## config.mk

```make
export PLATFORM = sky130hd
export DESIGN_NAME = fifo_wr_ctrl_param
export DESIGN_NICKNAME = d
export VERILOG_FILES = /design/src/rtl/fifo_wr_ctrl_param.sv
export SDC_FILE = /design/constraint.sdc
export NUM_CORES = 1
export LEC_CHECK = 0
export CORE_MARGIN = 4
export CORE_UTILIZATION = 45
export DETAILED_ROUTE_END_ITERATION = 7
export DONT_BUFFER_PORTS = 1
export GPL_TIMING_DRIVEN = 0
export SLEW_MARGIN = 10
export SYNTH_ARGS = -nofsm -noshare
export SYNTH_HDL_FRONTEND = slang
export SYNTH_SLANG_ARGS = --single-unit
```

## constraint.sdc

```tcl
create_clock -name wclk -period 6.18 [get_ports wclk]
set_clock_uncertainty 0.2 [all_clocks]
set_input_delay 1.236 -clock wclk [delete_from_list [all_inputs] [get_ports wclk]]
set_output_delay 1.236 -clock wclk [all_outputs]
set_load 0.05 [all_outputs]
```

## src/rtl/fifo_wr_ctrl_param.sv

```systemverilog
// Write-side controller of the async FIFO with a parametrised depth.
// It keeps the write pointers and drives the RAM write port.
// It also produces registered full, almost_full, level and sticky overflow outputs.
module fifo_wr_ctrl_param #(
    parameter int ADDR_WIDTH   = 3,
    parameter int AFULL_THRESH = 6
) (
    input  logic                  wclk,
    input  logic                  wrst_n,
    input  logic                  w_inc,
    input  logic [ADDR_WIDTH:0]   wq2_rptr,
    input  logic                  w_clr_ovf,
    output logic                  wr_en,
    output logic [ADDR_WIDTH-1:0] waddr,
    output logic [ADDR_WIDTH:0]   wptr,
    output logic                  full,
    output logic                  almost_full,
    output logic [ADDR_WIDTH:0]   wr_level,
    output logic                  overflow
);

    localparam int PW = ADDR_WIDTH + 1;
    // The write pointer equals the read pointer with its top two Gray bits inverted exactly when the FIFO is full.
    localparam logic [PW-1:0] FULL_MASK = PW'(3) << (PW - 2);
    localparam logic [PW-1:0] AFULL_LVL = PW'(AFULL_THRESH);

    logic [PW-1:0] wbin;
    logic [PW-1:0] wbin_n;
    logic [PW-1:0] wgray_n;
    logic [PW-1:0] rbin;
    logic [PW-1:0] level_n;
    logic          full_n;
    logic          afull_n;

    assign wr_en = w_inc & ~full;
    assign waddr = wbin[ADDR_WIDTH-1:0];

    always_comb begin
        // NOTE: every output of this block gets a default first, so no path can infer a latch.
        rbin    = '0;
        wbin_n  = wbin + {{(PW-1){1'b0}}, wr_en};
        wgray_n = (wbin_n >> 1) ^ wbin_n;
        // Gray-to-binary: bit i is the XOR of all Gray bits at position i and above.
        for (int i = 0; i < PW; i++) begin
            rbin[i] = ^(wq2_rptr >> i);
        end
        level_n = wbin_n - rbin;
        full_n  = (wgray_n == (wq2_rptr ^ FULL_MASK));
        afull_n = (level_n >= AFULL_LVL);
    end

    always_ff @(posedge wclk or negedge wrst_n) begin
        if (!wrst_n) begin
            wbin        <= '0;
            wptr        <= '0;
            full        <= 1'b0;
            almost_full <= 1'b0;
            wr_level    <= '0;
            overflow    <= 1'b0;
        end else begin
            // NOTE: sequential state uses non-blocking assignments so that every register samples pre-edge values.
            wbin        <= wbin_n;
            wptr        <= wgray_n;
            full        <= full_n;
            almost_full <= afull_n;
            wr_level    <= level_n;
            // When a set and a clear arrive in the same cycle, the set wins.
            if (w_inc && full) begin
                overflow <= 1'b1;
            end else if (w_clr_ovf) begin
                overflow <= 1'b0;
            end
        end
    end

endmodule

```

=== Word-level counts from Yosys, hierarchy flattened ===
Cells that the tools add are included.

* Register bits: 15
* Input bits: 8
* Output and inout port bits: 15
* Word-level logic and storage cells: 22

* $add $sub $neg: 2
* Magnitude comparators: 1
* Eq/ne operators: 1
* Muxes and demuxes: 2
* Bitwise gates (word level): 4
* Reductions and logical operators: 6

{| class="wikitable"
|+ Operators with widths
! cell !! number
|-
| 4-bit parity || 4
|-
| 4-bit by 1-bit adder with 4-bit output || 1
|-
| 4-bit == test || 1
|-
| 4-bit by 3-bit >= comparator with 1-bit output, second input constant || 1
|-
| 4-bit subtractor || 1
|-
| 3-bit by 4-bit bitwise XOR with 4-bit output || 1
|-
| 1-bit 2-to-1 mux || 2
|-
| 2-bit NOT || 1
|-
| 2-bit nonzero test || 1
|-
| 1-bit AND || 1
|-
| 1-bit logical AND || 1
|-
| 1-bit NOT || 1
|}

=== Logic depth before layout (Yosys ltp) ===
* Depth in word-level cells: 5
* Gate-level depth with buffers: 9
* Mapped depth without buffers: 9

=== Worst setup path after synthesis ===
No wires, ideal clock.

* Kind: input port to flip-flop
* Start point: input w_inc
* End point: register almost_full
* Library setup time: 118 ps
* Data arrival time: 3762 ps
* Data required time: 5862 ps
* Path slack: 2100 ps
* Cell stages on the path: 9
* Buffers on the path: 0
* Cell sequence: nor2b_1 > ha_1 > ha_1 > xor2_2 > ha_1 > a21oi_1 > o21ai_0 > xor3_2 > a21o_1

* Cells in the longest elaborated chain, start to end: 4

{| class="wikitable"
|+ RTL lines
! what !! line !! source
|-
| from (decl) || 10 || <nowiki>input logic w_inc,</nowiki>
|-
| 1-bit AND || 35 || <nowiki>assign wr_en = w_inc & ~full;</nowiki>
|-
| 4-bit by 1-bit adder with 4-bit output || 41 || <nowiki>wbin_n = wbin + {{(PW-1){1'b0}}, wr_en};</nowiki>
|-
| via wbin_n[2] || 28 || <nowiki>logic [PW-1:0] wbin_n;</nowiki>
|-
| 4-bit subtractor || 47 || <nowiki>level_n = wbin_n - rbin;</nowiki>
|-
| via level_n[3] || 31 || <nowiki>logic [PW-1:0] level_n;</nowiki>
|-
| 4-bit by 3-bit >= comparator with 1-bit output || 49 || <nowiki>afull_n = (level_n >= AFULL_LVL);</nowiki>
|-
| via afull_n || 33 || <nowiki>logic afull_n;</nowiki>
|-
| to (signal assigned) || 65 || <nowiki>almost_full <= afull_n;</nowiki>
|-
| to (decl) || 17 || <nowiki>output logic almost_full,</nowiki>
|}

The timed path passes the listed nets, and every way through them passes these cells.
A chain may end at the register's enable or synchronous reset.

=== Worst setup path in the final report ===
Same ends and word-level chain as after synthesis.

==> flow_summary.yaml <==
global_routing:
  grt_max_degree: 15
  grtUsageTotal: 0.130
  antenna_found_initial: 0
  grt_pass1_vias: 436
  grt_overflow: 0
  grt_first_pass_wirelength_um: 1880
sta:
  tns_ns: 0
  finalHoldViolations: 0
  finalCritPeriodShare: 0.657
  holdWs_ns: 0.451
  rsz0062_at_grt: "false"
  period_needed_ns: 4.06
  drv_slew: 0
  max-slew-margin-rel: 0.340
  setup_viol: 0
  worstMarginPinSlew_ns: 0.988
  fmax_ghz: 0.246
synth:
  synth_area_leaders: "dfrtp_1 49%, ha_1 8.8%, xor2_1 7.4%"
  yosysWarnings: 0
  syn-num-nets: 73
  synth_edf_count: 0
  netlist_top_cells_count: "14 x dfrtp_1, 7 x inv_1, 6 x xor2_1, 5 x ha_1, 5 x xnor2_1"
  syn_area_um2: 712
  yosysSeqAreaShare: 0.492
  yosysTopAreaCell: "dfrtp_1"
  yosysTopAreaCellShare: 0.492
  synthCells: 59
  synthFlopType: "dfrtp_1"
  ys_ff_latch: 14
  synth_cell_type_count: 19
  avgSynthCellArea_um2: 12.1
  synthArstFlopShare: 1.00
  synth.most_common_cell: "dfrtp_1"
clock_network:
  ctsHoldBuffers: 0
  cts_tree: "yes"
  postCtsSetupBuffers: 0
  root_buffer: "clkbuf_4"
  clk_latency_ns: 0.27
  clk_pin_slew_ns: 0.08
  cts_htree_levels: 1
  cts_inserted_buffers: 3
  cts_sinks: 14
  cts_buffer_depth: 2
  cts_resized: 0
layout:
  diodes: 0
  finalInstanceArea_um2: 754
  drive_gt1_frac: 0.113
  fin_cells: 78
  area_growth_pct: 5.98
  finalNetCount: 78
  fillers: 140
critical_path:
  path_common_cell: "ha_1"
  worstSetupPathType: "primary input to register"
  crit_chain: "nor2b_1 > ha_1 > ha_1 > xor2_2 > ha_1 > a21oi_1 > o21ai_0 > xor3_2 > a21o_1"
  required_ns: 6.15
  slowest_delay_ns: 0.76
  cp_max_fo: 6
  path_buf_inv: 0
  critPathSlowestCell: "nor2b_1"
  cp_top_family: "adder cells"
  critPathLaunchType: "primary input"
  critPathArrivalTime_ns: 4.03
  cp-end-kind: "register"
drt:
  finalWirelength_um: 1140
  antenna_left: 0
  firstDrtPassIters: 2
  wl_per_cell_um: 14.6
  drt-initial-drc-count: 1
  vias: 421
  drc: 0
  vias_per_cell: 5.40
floorplanning:
  die_w_um: 47.8
  start_util: 0.473
  dieHeight_um: 47.8
  boundaryPins: 23
  coreArea_um2: 1510
  rows: 14
  dieArea_um2: 2280
place:
  globalplace.congestion: 0.690
  dp_hpwl_um: 947
  placed_cells: 75
  post_dp_cell_area_um2: 732
  port-buffer-count: 0
run:
  maxCapViolations: 0
min_path:
  min_path_type: "primary input to async pin"
status:
  status: "finished, final reports clean"
[registers in the layout, indices dropped and copies added, names as in the netlist]
| name | count |
|---|---|
| overflow | 1 |
| wptr | 3 |
| wbin | 4 |
| full | 1 |
| wr_level | 4 |
| almost_full | 1 |
[layout make-up]
cell class                 instances  area (um^2)  area share
clock buffer                       3         22.5      0.0299
inverter                           7         26.3      0.0348
multi-input combinational         38          335       0.444
sequential                        14          350       0.464
tap                               16         20.0      0.0265
[cell families after synthesis]
logic type,Yosys count,synth area share
xor+xnor,14,0.216
flops,14,0.492
simple gates,11,0.0826
compound gates,7,0.0562
buf+inv,7,0.0369
fa+ha+maj,6,0.116
[per-layer routing]
layer / vias to the layer above / part of all wire / global-route usage
met3: 2 / 0.085 / 0.0526
li1: 201 / - / -
met4: 0 / 0.0070 / 0.0968
met1: 203 / 0.38 / 0.139
met2: 15 / 0.53 / 0.206
met5: - / 0 / 0
[placed cells by master, fill, tap and decap left out, drive strengths merged]
cell     n
nand3    4
nor2b    1
nor2     1
nor3b    1
dfrtp   14
fa       1
a22oi    1
inv      7
xor2     8
nand2    2
and3     1
a21o     1
xnor2    5
o21ai    3
a21oi    2
or3      1
clkbuf   3
ha       5
xor3     1
[stage by stage]
stage / setup WS, ns / util
final: 2.12 / 0.501
after global routing: 1.97 / 0.501
after CTS: 2.11 / 0.501
after detailed placement: 1.81 / 0.486
after global placement: 1.87 / 0.486
after floorplan: 2.10 / -
[path summary, 6_finish.rpt]
kind | startpoint | to | slack, ns | cells past startpoint
max | w_inc | almost_full$_DFF_PN0_ | 2.12 | 9
min | wrst_n | wbin[2]$_DFF_PN0_ | 0.45 | 0
max reg2reg | full$_DFF_PN0_ | almost_full$_DFF_PN0_ | 2.43 | 9
min reg2reg | overflow$_DFFE_PN0P_ | overflow$_DFFE_PN0P_ | 0.59 | 2
max in group asynchronous | wrst_n | wr_level[1]$_DFF_PN0_ | 5.26 | 0
min in group wclk | overflow$_DFFE_PN0P_ | overflow$_DFFE_PN0P_ | 0.59 | 2
Power is not shown: default switching activity piles up to over one toggle a cycle in this logic, so the estimate is an artifact.
